$ cat src/rtl/led_pkg.sv
// Shared types for the LED pattern sequencer: pattern modes, bounce direction and mode stepping.
package led_pkg;

  localparam int MODE_W = 2;

  typedef enum logic [MODE_W-1:0] {
    MODE_OFF    = 2'd0,
    MODE_ALL,
    MODE_CHASE,
    MODE_BOUNCE
  } mode_t;

  typedef enum logic {
    DIR_UP,
    DIR_DOWN
  } dir_t;

  // Modes advance in a fixed ring, one step per key press.
  function automatic mode_t next_mode(input mode_t m);
    mode_t r;
    case (m)
      MODE_OFF:   r = MODE_ALL;
      MODE_ALL:   r = MODE_CHASE;
      MODE_CHASE: r = MODE_BOUNCE;
      default:    r = MODE_OFF;
    endcase
    return r;
  endfunction

endpackage

$ cat src/rtl/led_pattern_seq_if.sv
// Board-side bundle for led_pattern_seq: active-low keys in; LED drive, current mode and tick pulse out.
interface led_pattern_seq_if
  import led_pkg::*;
#(
  parameter int unsigned NLED = 8
) ();

  logic              KEY_SPEED;
  logic              KEY_MODE;
  logic [NLED-1:0]   LEDG;
  logic [MODE_W-1:0] MODE;
  logic              TICK;

  modport master (output KEY_SPEED, KEY_MODE, input LEDG, MODE, TICK);
  modport slave  (input KEY_SPEED, KEY_MODE, output LEDG, MODE, TICK);

endinterface

$ cat src/rtl/led_tick_gen.sv
// Shared prescaler: one-cycle tick each time cnt passes TICK_DIV, stepping by FAST_STEP while fast is set.
// tick registered (period TICK_DIV/step + 1 cycles); clear restarts the count and drops a pending tick; no backpressure.
module led_tick_gen #(
  parameter int unsigned TICK_DIV  = 50000000,
  parameter int unsigned FAST_STEP = 5
) (
  input  logic clk,
  input  logic rst_n,
  input  logic fast,
  input  logic clear,
  output logic tick
);

  // Wide enough for the largest pre-wrap value plus one fast step.
  localparam int CNT_W = $clog2(TICK_DIV + FAST_STEP + 1);
  localparam logic [CNT_W-1:0] DIV_C  = CNT_W'(TICK_DIV);
  localparam logic [CNT_W-1:0] FAST_C = CNT_W'(FAST_STEP);
  localparam logic [CNT_W-1:0] ONE_C  = CNT_W'(1);

  logic [CNT_W-1:0] cnt;

  always_ff @(posedge clk or negedge rst_n) begin
    if (!rst_n) begin
      cnt  <= '0;
      tick <= 1'b0;
    end else if (clear) begin
      cnt  <= '0;
      tick <= 1'b0;
    end else if (cnt >= DIV_C) begin
      cnt  <= '0;
      tick <= 1'b1;
    end else begin
      cnt  <= cnt + (fast ? FAST_C : ONE_C);
      tick <= 1'b0;
    end
  end

endmodule

$ cat src/rtl/led_pattern_seq.sv
// Steps NLED LEDs through OFF/ALL/CHASE/BOUNCE on a shared tick; KEY_MODE press lands 3 cycles after the pin edge (3+DB_CYCLES when DEBOUNCE_EN is defined).
// LEDG updates the cycle after TICK; a press in that same cycle wins and discards the tick; no backpressure.
module led_pattern_seq
  import led_pkg::*;
#(
  parameter int unsigned TICK_DIV  = 50000000,
  parameter int unsigned FAST_STEP = 5,
  parameter int unsigned NLED      = 8
`ifdef DEBOUNCE_EN
  ,
  parameter int unsigned DB_CYCLES = 1000000
`endif
) (
  input logic              CLOCK_50,
  input logic              RESET_N,
  led_pattern_seq_if.slave bus
);

  localparam int POS_W = $clog2(NLED);
  localparam logic [POS_W-1:0] POS_LAST = POS_W'(NLED - 1);
  localparam logic [POS_W-1:0] POS_ONE  = POS_W'(1);

  logic mode_s1, mode_s2, spd_s1, spd_s2;
  logic key_lvl, key_prev, press, tick;

  // Synchronizers idle high so a held key at reset release is not a press.
  always_ff @(posedge CLOCK_50 or negedge RESET_N) begin
    if (!RESET_N) begin
      mode_s1 <= 1'b1;
      mode_s2 <= 1'b1;
      spd_s1  <= 1'b1;
      spd_s2  <= 1'b1;
    end else begin
      mode_s1 <= bus.KEY_MODE;
      mode_s2 <= mode_s1;
      spd_s1  <= bus.KEY_SPEED;
      spd_s2  <= spd_s1;
    end
  end

`ifdef DEBOUNCE_EN
  localparam int DB_W = $clog2(DB_CYCLES + 1);
  localparam logic [DB_W-1:0] DB_LAST = DB_W'(DB_CYCLES - 1);

  logic [DB_W-1:0] db_cnt;

  // Filtered level follows only after DB_CYCLES consecutive cycles at the new level.
  always_ff @(posedge CLOCK_50 or negedge RESET_N) begin
    if (!RESET_N) begin
      key_lvl <= 1'b1;
      db_cnt  <= '0;
    end else if (mode_s2 == key_lvl) begin
      db_cnt  <= '0;
    end else if (db_cnt == DB_LAST) begin
      key_lvl <= mode_s2;
      db_cnt  <= '0;
    end else begin
      db_cnt  <= db_cnt + DB_W'(1);
    end
  end
`else
  assign key_lvl = mode_s2;
`endif

  always_ff @(posedge CLOCK_50 or negedge RESET_N) begin
    if (!RESET_N) key_prev <= 1'b1;
    else          key_prev <= key_lvl;
  end

  assign press = key_prev & ~key_lvl;

  led_tick_gen #(
    .TICK_DIV  (TICK_DIV),
    .FAST_STEP (FAST_STEP)
  ) u_tick_gen (
    .clk   (CLOCK_50),
    .rst_n (RESET_N),
    .fast  (~spd_s2),
    .clear (press),
    .tick  (tick)
  );

  mode_t            mode_q, mode_d;
  dir_t             dir_q, dir_d;
  logic [POS_W-1:0] pos_q, pos_d;
  logic [NLED-1:0]  led_q, led_d;

  always_ff @(posedge CLOCK_50 or negedge RESET_N) begin
    if (!RESET_N) begin
      mode_q <= MODE_OFF;
      dir_q  <= DIR_UP;
      pos_q  <= '0;
      led_q  <= '0;
    end else begin
      mode_q <= mode_d;
      dir_q  <= dir_d;
      pos_q  <= pos_d;
      led_q  <= led_d;
    end
  end

  always_comb begin
    mode_d = mode_q;
    dir_d  = dir_q;
    pos_d  = pos_q;
    led_d  = led_q;
    if (press) begin
      mode_d = next_mode(mode_q);
      dir_d  = DIR_UP;
      pos_d  = '0;
      led_d  = '0;
      if (mode_d == MODE_CHASE || mode_d == MODE_BOUNCE) led_d[0] = 1'b1;
    end else if (tick) begin
      case (mode_q)
        MODE_ALL:   led_d = ~led_q;
        MODE_CHASE: pos_d = (pos_q == POS_LAST) ? '0 : pos_q + POS_ONE;
        MODE_BOUNCE: begin
          // Turn around at an end so the end LED is lit for exactly one tick.
          if (dir_q == DIR_UP) begin
            if (pos_q == POS_LAST) begin
              dir_d = DIR_DOWN;
              pos_d = pos_q - POS_ONE;
            end else begin
              pos_d = pos_q + POS_ONE;
            end
          end else begin
            if (pos_q == '0) begin
              dir_d = DIR_UP;
              pos_d = POS_ONE;
            end else begin
              pos_d = pos_q - POS_ONE;
            end
          end
        end
        default: led_d = '0;
      endcase
      if (mode_q == MODE_CHASE || mode_q == MODE_BOUNCE) begin
        led_d        = '0;
        led_d[pos_d] = 1'b1;
      end
    end
  end

  assign bus.LEDG = led_q;
  assign bus.MODE = mode_q;
  assign bus.TICK = tick;

endmodule

$ cat src/flat_wrapper.sv
// flat-port wrapper written by rule: the top's interface ports become plain ports
module led_pattern_seq_flat import led_pkg::*;
#(
  parameter int unsigned TICK_DIV  = 50000000,
  parameter int unsigned FAST_STEP = 5,
  parameter int unsigned NLED      = 8

)
  (CLOCK_50, RESET_N, bus_KEY_SPEED, bus_KEY_MODE, bus_LEDG, bus_MODE, bus_TICK);
  led_pattern_seq_if #(.NLED(NLED)) bus_i ();
  input logic CLOCK_50;
  input logic RESET_N;
  input wire logic [$bits(bus_i.KEY_SPEED)-1:0] bus_KEY_SPEED;
  input wire logic [$bits(bus_i.KEY_MODE)-1:0] bus_KEY_MODE;
  output wire logic [$bits(bus_i.LEDG)-1:0] bus_LEDG;
  output wire logic [$bits(bus_i.MODE)-1:0] bus_MODE;
  output wire logic [$bits(bus_i.TICK)-1:0] bus_TICK;
  assign bus_i.KEY_SPEED = bus_KEY_SPEED;
  assign bus_i.KEY_MODE = bus_KEY_MODE;
  assign bus_LEDG = bus_i.LEDG;
  assign bus_MODE = bus_i.MODE;
  assign bus_TICK = bus_i.TICK;
  led_pattern_seq #(.TICK_DIV(TICK_DIV), .FAST_STEP(FAST_STEP), .NLED(NLED)) u_core (.CLOCK_50(CLOCK_50), .RESET_N(RESET_N), .bus(bus_i));
endmodule
$ cat config.mk
export PLATFORM = sky130hd
export DESIGN_NAME = led_pattern_seq_flat
export DESIGN_NICKNAME = d
export VERILOG_FILES = /design/src/rtl/led_pkg.sv /design/src/rtl/led_pattern_seq_if.sv /design/src/rtl/led_tick_gen.sv /design/src/rtl/led_pattern_seq.sv /design/src/flat_wrapper.sv
export SDC_FILE = /design/constraint.sdc
export NUM_CORES = 1
export LEC_CHECK = 0
export ABC_AREA = 1
export ABC_CLOCK_PERIOD_IN_PS = 2800
export CAP_MARGIN = 5
export CORE_UTILIZATION = 30
export CTS_BUF_LIST = sky130_fd_sc_hd__clkbuf_4 sky130_fd_sc_hd__clkbuf_8 sky130_fd_sc_hd__clkbuf_16
export CTS_CLUSTER_SIZE = 16
export DETAILED_ROUTE_END_ITERATION = 6
export GPL_TIMING_DRIVEN = 0
export PLACE_DENSITY = 0.55
export SLEW_MARGIN = 20
export SYNTH_ARGS = -nofsm -noshare
export SYNTH_HDL_FRONTEND = slang
export SYNTH_SLANG_ARGS = --single-unit
$ cat constraint.sdc
create_clock -name CLOCK_50 -period 2.8 [get_ports CLOCK_50]
set_clock_uncertainty 0.2 [all_clocks]
set_input_delay 0.56 -clock CLOCK_50 [delete_from_list [all_inputs] [get_ports CLOCK_50]]
set_output_delay 0.56 -clock CLOCK_50 [all_outputs]
set_load 0.005 [all_outputs]
=== Yosys cells after proc, flatten, opt, wreduce, memory -nomap -nowiden ===
Index checks and enable logic that the tools add are counted.

* Bitwise gates (word level): 3
* $lt $le $gt $ge: 3
* Muxes and demuxes: 29
* Equality and inequality tests: 7
* $add $sub $neg: 3
* Reductions and logical operators: 10

{| class="wikitable"
|+ Operators with widths
! operator !! count
|-
| two-way mux 26 bit || 2
|-
| two-way mux 3 bit || 9
|-
| adder 26 x 3 -> 26 bit || 1
|-
| >= comparator 26 bit, second input constant || 1
|-
| two-way mux 8 bit || 3
|-
| one-hot mux 8 bit (2 select lines) || 1
|-
| two-way mux 1 bit || 10
|-
| equality test 2 bit, second input constant || 4
|-
| inverter 8 bit || 1
|-
| one-hot mux 2 bit (3 select lines) || 1
|-
| one-hot mux 3 bit (2 select lines) || 1
|-
| < comparator 3 x 4 -> 1 bit, second input constant || 1
|-
| AND reduction 2 bit || 2
|-
| nonzero test 2 bit || 2
|-
| adder 3 x 1 -> 3 bit, second input constant || 1
|-
| demux 1 bit (select 3 bit) || 1
|-
| equality test 3 bit, second input constant || 1
|-
| >= comparator 3 x 1 -> 1 bit, second input constant || 1
|-
| logical NOT 3 bit || 1
|-
| inequality test 3 x 1 -> 1 bit, second input constant || 1
|-
| subtractor 3 x 1 -> 3 bit, second input constant || 1
|-
| equality test 2 x 1 -> 1 bit, second input constant || 1
|-
| logical NOT 2 bit || 1
|-
| logical OR 1 bit || 2
|-
| other kinds (5) || 5
|}

* Output and inout port bits: 11
* Logic and storage cells: 66
* Register bits after elaboration: 46

=== Longest topological paths before layout ===
Gate-level depths: netlist of run 1.

* Depth in word-level cells: 13
* Mapped depth: 12
* Mapped depth without buffers: 12

=== Modules after synthesis ===
Synthesis of run 1 repeated with hierarchy kept, for this count alone.

* Cell total of the unflattened synthesis: 372
* Area, all modules: 2850.2 µm²

{| class="wikitable"
|+ By module, submodules not included
! module !! seq. area each (µm²) !! cells each !! instances !! area an instance (µm²)
|-
| led_tick_gen || 675.6 || 233 || 1 || 1720.4
|-
| led_pattern_seq || 481.7 || 139 || 1 || 1129.8
|}

=== Worst setup path after synthesis of run 1 ===
Ideal clock, no wire load.

* Path kind: register to register
* Start point: reg u_core.spd_s2
* End point: reg u_core.u_tick_gen.cnt[17]
* Path slack: 0.806 ns
* Period minus slack after synthesis: 1.994 ns
* Arrival time: 1.676 ns
* Buffers on the path: 0
* Stages on the path, launching flop included: 10
* Library setup time: 0.118 ns
* Cells stage by stage: dfstp_2 -> inv_1 -> ha_1 -> nand3_1 -> nand2_1 -> nand3_1 -> nor3_4 -> nand3_1 -> xor2_1 -> nor2_1

* Cells in the longest elaborated chain, start to end: 4

{| class="wikitable"
|+ RTL lines
! what !! line !! text
|-
| start, declared || led_pattern_seq.sv:23 || <nowiki>logic mode_s1, mode_s2, spd_s1, spd_s2;</nowiki>
|-
| start signal, assigned || led_pattern_seq.sv:37 || <nowiki>spd_s2 <= spd_s1;</nowiki>
|-
| two-way mux 3 bit || led_tick_gen.sv:33 || <nowiki>cnt <= cnt + (fast ? FAST_C : ONE_C);</nowiki>
|-
| adder 26 x 3 -> 26 bit || led_tick_gen.sv:33 ||
|-
| two-way mux 26 bit || led_tick_gen.sv:29 || <nowiki>end else if (cnt >= DIV_C) begin</nowiki>
|-
| two-way mux 26 bit || led_tick_gen.sv:26 || <nowiki>end else if (clear) begin</nowiki>
|-
| end signal, assigned || led_tick_gen.sv:33 ||
|-
| end, declared || led_tick_gen.sv:20 || <nowiki>logic [CNT_W-1:0] cnt;</nowiki>
|}

Every way passes these cells.
A chain may end at the register's enable or synchronous reset.

=== Final worst setup path of run 1 ===
Ends and elaborated chain as after synthesis.

==> impl_metrics.tcl, run 1 <==
set metrics [dict create \
    cts.sink_count 46 \
    yosys_warnings 0 \
    ctsResizeCount 0 \
    clk_latency_ns 0.32 \
    synth.top_cell.area_share_pct 39.0 \
    grt_usage_pct 14.8 \
    worstPathArrival_ns 2.28 \
    htree_levels 2 \
    dp.cells 461 \
    reg2reg_to "u_core.u_tick_gen.cnt[17]$_DFF_PN0_" \
    use_met1_pct 20.0 \
    grt_max_degree 32 \
    cts_buffers 5 \
    status "finished clean" \
    diodes 0 \
    dp_slack_ns 0.538 \
    drt_pre_antenna_iters 4 \
    core-area_um2 8340 \
    ys_types 31 \
    globalplace.congestion 0.827 \
    synth-seq-cells 46 \
    syn_nets 358 \
    cts_hold_buf 1 \
    fin_cells 470 \
    min_to "u_core.key_lvl$_DFF_PN1_" \
    worstHoldPathType "register to register" \
    die_h_um 95.7 \
    syn_avg_cell_area_um2 7.72 \
    dieArea_um2 9150 \
    num_vias 2207 \
    start_util_pct 31.5 \
    hold_viol 0 \
    ys_seq_area_share_pct 44.0 \
    grt_antenna_before_repair 0 \
    cts.clk_slew.worst_paths_ns 0.10 \
    critical_path_peak_fanout 6 \
    syn_inst 341 \
    synth.most_common_cell "nand2_1" \
    gr-usage-met3_pct 2.63 \
    final.setup.tns_ns 0 \
    use_met2_pct 23.6 \
    cts_tree "built" \
    drv_slew 0 \
    max_slew.worst_pin.slew_ns 0.436 \
    grt-ovfl-total 0 \
    dp_hpwl_mm 4.45 \
    yosysTopAreaCell "dfrtp_1" \
    r2r_cells 9 \
    fill_cells 914 \
    grt_pass1_vias 2238 \
    synth_ff_type "dfrtp_1" \
    layout-drive-gt1-share_pct 7.40 \
    min_from "u_core.mode_s1$_DFF_PN1_" \
    drt_iter0_drc 104 \
    grt_first_pass_wirelength_mm 10.2 \
    drt_wl_total_mm 5.90 \
    relSlewSlack_pct 70.8 \
    rsz0062_at_grt "no" \
    max_cap_violations 0 \
    setup-violations-final 0 \
    final_nets 381 \
    synth_area_um2 2630 \
    synth_enable_flop_cells 0 \
    period_share_pct 81.1 \
    cts_buffer_depth 2 \
    remaining_drc_errors 0 \
    path_class "register to register" \
    netlist_top_cells_area "dfrtp_1 39%, nand2_1 11%, nor2_1 7.3%, inv_1 6.4%, ha_1 6.2%" \
    powerDensity_nw_per_um2 579 \
    fin_ws_ns 0.529 \
    leakagePower_nw 1.42 \
    yosys-top-cells-count "79 x nand2_1, 51 x nor2_1, 45 x inv_1" \
    root_buffer "clkbuf_8" \
    port_buffers 14 \
    post-route-min-period_ns 2.27 \
    required_ns 2.81 \
    hold_slack_ns 0.162 \
    worstSetupEndpointType "register" \
    vdd_ir_drop_max_mv 0.272 \
    viasPerCell 4.70 \
    startpoint_type "register" \
    p_total_w 0.00175 \
    min_delay_path_depth 0 \
    ios 15 \
    cts_setup_buffers 0 \
    busiest_layer "met2" \
    rrSetupSlack_ns 0.53 \
    antenna_left 0 \
    area_delta_synth_final_pct 14.9 \
    num_rows 33 \
    ys_async_sr_fraction_pct 100 \
    timing.rr.start "u_core.spd_s2$_DFF_PN1_" \
    dieWidth_um 95.7 \
    routedWlPerCell_um 12.5 \
    fmax_ghz 0.440 \
]
sequential cells by signal, indices dropped and copies added, names as in the netlist:
name	count
u_core.pos_q	3
u_core.spd_s1	1
u_core.key_prev	1
u_core.dir_q	1
u_core.u_tick_gen.cnt	26
u_core.bus.LEDG	8
u_core.mode_s1	1
u_core.spd_s2	1
u_core.key_lvl	1
u_core.u_tick_gen.tick	1
u_core.bus.MODE	2
how the worst max path moves through the flow:
stage / from / slack [ns] / end
final: u_core.spd_s2$_DFF_PN1_ / 0.53 / u_core.u_tick_gen.cnt[17]$_DFF_PN0_
after global placement: RESET_N / -0.42 / u_core.pos_q[0]$_DFFE_PN0P_
after global routing: u_core.spd_s2$_DFF_PN1_ / 0.35 / u_core.u_tick_gen.cnt[18]$_DFF_PN0_
after detailed placement: u_core.spd_s2$_DFF_PN1_ / 0.54 / u_core.u_tick_gen.cnt[18]$_DFF_PN0_
after floorplan: u_core.spd_s2$_DFF_PN1_ / 0.81 / u_core.u_tick_gen.cnt[17]$_DFF_PN0_
after CTS: u_core.spd_s2$_DFF_PN1_ / 0.50 / u_core.u_tick_gen.cnt[18]$_DFF_PN0_
final cells by class:
| type | instances | area, um2 | area share [%] |
|---|---|---|---|
| plain buffers | 3 | 21.3 | 0.704 |
| inverters | 46 | 175 | 5.79 |
| flip-flops and latches | 46 | 1160 | 38.3 |
| repair buffers | 16 | 165 | 5.46 |
| clock buffers | 5 | 68.8 | 2.28 |
| clock inverters | 3 | 26.3 | 0.869 |
| multi-input cells | 246 | 1280 | 42.3 |
| well taps | 105 | 131 | 4.35 |
metal layers:
layer  wire length, um  vias up
li1                  -     1141
met1              3040     1038
met2              2640       22
met3               125        6
met4                91        0
met5                 0        -
power breakdown:
group | internal [W] | switching [W] | total (W)
Combinational | 0.000199 | 0.000327 | 0.000526
Clock | 0.000186 | 0.000266 | 0.000452
Sequential | 0.000720 | 0.0000525 | 0.000773
kinds of logic (layout without fill, tap and decap cells):
family | Yosys count | in the layout | synth area share, %
AO/OA/AOI/OAI | 34 | 34 | 7.37
XOR/XNOR | 12 | 12 | 3.99
adder cells (fa/ha/maj) | 13 | 13 | 6.18
buffers and inverters | 49 | 73 | 7.47
flip-flops | 46 | 46 | 44.0
AND/OR/NAND/NOR | 187 | 187 | 31.0
metrics by stage:
step | area, um2 | util (%)
2_1_floorplan | 2630 | -
3_3_place_gp | 2900 | 34.8
3_5_place_dp | 2920 | 35.0
4_1_cts | 3020 | 36.2
5_1_grt | 3020 | 36.2
6_report | 3020 | 36.2
critical path, cell delays in order, from the launching register on:
cell     delay, ns
dfstp_2       0.53
inv_1         0.03
ha_1          0.31
nand3_1       0.08
nand2_1       0.14
nand3_1       0.18
nor3_4        0.32
nand3_1       0.14
xor2_1        0.16
nor2_1        0.05
cell usage in the layout (no fill, tap or decap), drive strengths merged, types with 2 or more instances in the layout:
cell type and instances:
a21oi 8, a31oi 3, buf 5, clkbuf 5, clkdlybuf4s50 13, dfrtp 41, dfstp 5, ha 13
inv 49, nand2 81, nand3 28, nand4 5, nor2 54, nor3 17, o21ai 17, o22ai 2
xnor2 4, xor2 8
(Power assumes the default switching activity.)
==> run 2: changes to the inputs <==
--- a/config.mk
+++ b/config.mk
@@ -6,7 +6,7 @@
 export NUM_CORES = 1
 export LEC_CHECK = 0
 export ABC_AREA = 1
-export ABC_CLOCK_PERIOD_IN_PS = 2800
+export ABC_CLOCK_PERIOD_IN_PS = 2200
 export CAP_MARGIN = 5
 export CORE_UTILIZATION = 30
 export CTS_BUF_LIST = sky130_fd_sc_hd__clkbuf_4 sky130_fd_sc_hd__clkbuf_8 sky130_fd_sc_hd__clkbuf_16
==> constraint.sdc (replaced) <==
create_clock -name CLOCK_50 -period 2.2 [get_ports CLOCK_50]
set_clock_uncertainty 0.2 [all_clocks]
set_input_delay 0.44 -clock CLOCK_50 [delete_from_list [all_inputs] [get_ports CLOCK_50]]
set_output_delay 0.44 -clock CLOCK_50 [all_outputs]
set_load 0.005 [all_outputs]
==> run 2 against run 1 <==
  * Wire length increased by 4.6%
  * Global-route usage rose by 0.25 points
  * Worst hold slack is essentially flat
  * Register-to-register slack worse by 0.45 ns
  * Design area up 5.1%
  * Sequential share of layout area fell by 1.8 points
  * Sequential power up 29%
  * Via count is 2.9% higher
  * Final cell count up 1.7%
  * Core utilization grew 1.8 points
  * Critical path type unchanged
  * Highest routed layer unchanged
==> impl_metrics.tcl, run 2 (same netlist as run 1, synthesis figures left out) <==
set metrics [dict create \
    dp_slack_ns -0.0618 \
    rsz0062_at_grt "yes" \
    p_seq_share_pct 42.8 \
    post-route-min-period_ns 2.12 \
    antenna_left 0 \
    remaining_drc_errors 0 \
    globalplace.congestion 0.827 \
    grt_max_degree 32 \
    fin_ws_ns 0.0821 \
    port_buffers 14 \
    root_buffer "clkbuf_8" \
    worstHoldPathType "register to register" \
    setup-violations-final 0 \
    path_class "register to register" \
    p_sw_share_pct 37.7 \
    dieWidth_um 95.7 \
    worstPathArrival_ns 2.15 \
    ios 15 \
    powerDensity_nw_per_um2 736 \
    grt-ovfl-total 0 \
    startpoint_type "register" \
    fmax_ghz 0.472 \
    viasPerCell 4.75 \
    cts_buffers 5 \
    status "finished clean" \
    cts.sink_count 46 \
    vdd_ir_drop_max_mv 0.467 \
    drt_iter0_drc 127 \
    register_area_um2 1160 \
    grt_first_pass_wirelength_mm 10.4 \
    p_total_w 0.00234 \
    die_h_um 95.7 \
    gr-usage-met3_pct 2.63 \
    use_met1_pct 20.2 \
    cts_tree "built" \
    drt_pre_antenna_iters 5 \
    largest_reg_flops 26 \
    routedWlPerCell_um 12.9 \
    relSlewSlack_pct 72.7 \
    hold_slack_ns 0.162 \
    dp_hpwl_mm 4.45 \
    drt_wl_total_mm 6.17 \
    num_vias 2271 \
    start_util_pct 31.5 \
    final_common_cell "nand2_1" \
    internal_power_w 0.00146 \
    period_share_pct 96.3 \
    p_switching_w 0.000881 \
    combPwrFrac_pct 32.5 \
    dieArea_um2 9150 \
    final_nets 389 \
    diodes 0 \
    grt_pass1_vias 2273 \
    grt_usage_pct 15.0 \
    use_met2_pct 24.2 \
    clkPwrFrac_pct 24.8 \
    core-area_um2 8340 \
    drv_slew 0 \
    htree_levels 2 \
    hold_viol 0 \
    layout-drive-gt1-share_pct 13.7 \
    cts.clk_slew.worst_paths_ns 0.10 \
    layout_common_cells "76 x nand2_1, 48 x nor2_1, 43 x inv_1, 40 x dfrtp_1, 25 x nand3_1" \
    fill_cells 898 \
    busiest_layer "met2" \
    max_cap_violations 0 \
    multi_input_area_um2 1370 \
    cts_buffer_depth 2 \
    leakagePower_nw 1.48 \
    worstSetupEndpointType "register" \
    num_rows 33 \
    max_slew.worst_pin.slew_ns 0.410 \
    grt_antenna_before_repair 0 \
    area_delta_synth_final_pct 20.7 \
    required_ns 2.23 \
    critical_path_peak_fanout 5 \
    largest_register "u_core.u_tick_gen.cnt" \
    clk_latency_ns 0.32 \
]
run 2: changes by cell type in the layout (fill, tap and decap cells not counted), sizes merged:
cell  before  now
buf        5   13
run 2: stage by stage:
| stage | cell area (um2) | util [%] | TNS [ns] | instances |
|---|---|---|---|---|
| detailed placement | 2920 | 35.0 | -0.179 | 461 |
| global route | 3180 | 38.1 | -0.0365 | 478 |
| finish | 3180 | 38.1 | 0 | 478 |
| global placement | 2900 | 34.8 | -38.64 | 460 |
| CTS | 3070 | 36.8 | 0 | 472 |
| floorplan | 2630 | - | 0 | 341 |
run 2: power groups by stage:
stage / Combinational (W) / Sequential (W) / Clock, W
final: 0.000759 / 0.00100 / 0.000579
after global routing: 0.000851 / 0.00101 / 0.000624
after CTS: 0.000711 / 0.000999 / 0.000596
after detailed placement: 0.000668 / 0.00100 / 0
after global placement: 0.000656 / 0.000998 / 0
after floorplan: 0.000469 / 0.000986 / 0
run 2: worst paths after layout:
check	startpoint	end	slack (ns)	depth (start not counted)
max in group asynchronous	RESET_N	u_core.key_prev$_DFF_PN1_	0.85	3
min	u_core.mode_s1$_DFF_PN1_	u_core.key_lvl$_DFF_PN1_	0.16	0
max reg2reg	u_core.spd_s2$_DFF_PN1_	u_core.u_tick_gen.cnt[14]$_DFF_PN0_	0.08	9
max	u_core.spd_s2$_DFF_PN1_	u_core.u_tick_gen.cnt[14]$_DFF_PN0_	0.08	9
min in group asynchronous	RESET_N	u_core.u_tick_gen.cnt[9]$_DFF_PN0_	0.38	2
min reg2reg	u_core.mode_s1$_DFF_PN1_	u_core.key_lvl$_DFF_PN1_	0.16	0
run 2: routing by layer:
metal	up-vias	routed length, um	share of wire, %
li1	1161	-	-
met1	1063	3080	50
met2	41	2800	45
met3	6	200	3.2
met4	0	91	1.5
met5	-	0	0
run 2: repair_timing:
| action | in CTS | in global routing |
|---|---|---|
| hold endpoints to repair | 15 | 0 |
| setup buffers | 2 | 6 |
| resized for setup | 5 | 22 |
| hold buffers | 1 | 0 |
| gates cloned | 0 | 0 |
| pin swaps | 2 | 7 |
| endpoints found under the setup margin | 6 | 18 |
run 2: worst max-delay path: stages, from the launching register on:
cell	delay, ns
dfstp_2	0.53
inv_1	0.06
ha_4	0.28
nand2_1	0.09
a21oi_4	0.24
nand2_2	0.10
nor2_4	0.16
nand2_1	0.09
xor2_1	0.15
nor3_1	0.13
run 2: final cells by class:
type | instances | share of cell area [%]
Buffer | 3 | 0.670
Tap cell | 105 | 4.14
Timing Repair Buffer | 24 | 7.09
Clock inverter | 3 | 0.827
Multi-Input combinational cell | 246 | 43.1
Sequential cell | 46 | 36.5
Inverter | 46 | 5.51
Clock buffer | 5 | 2.17
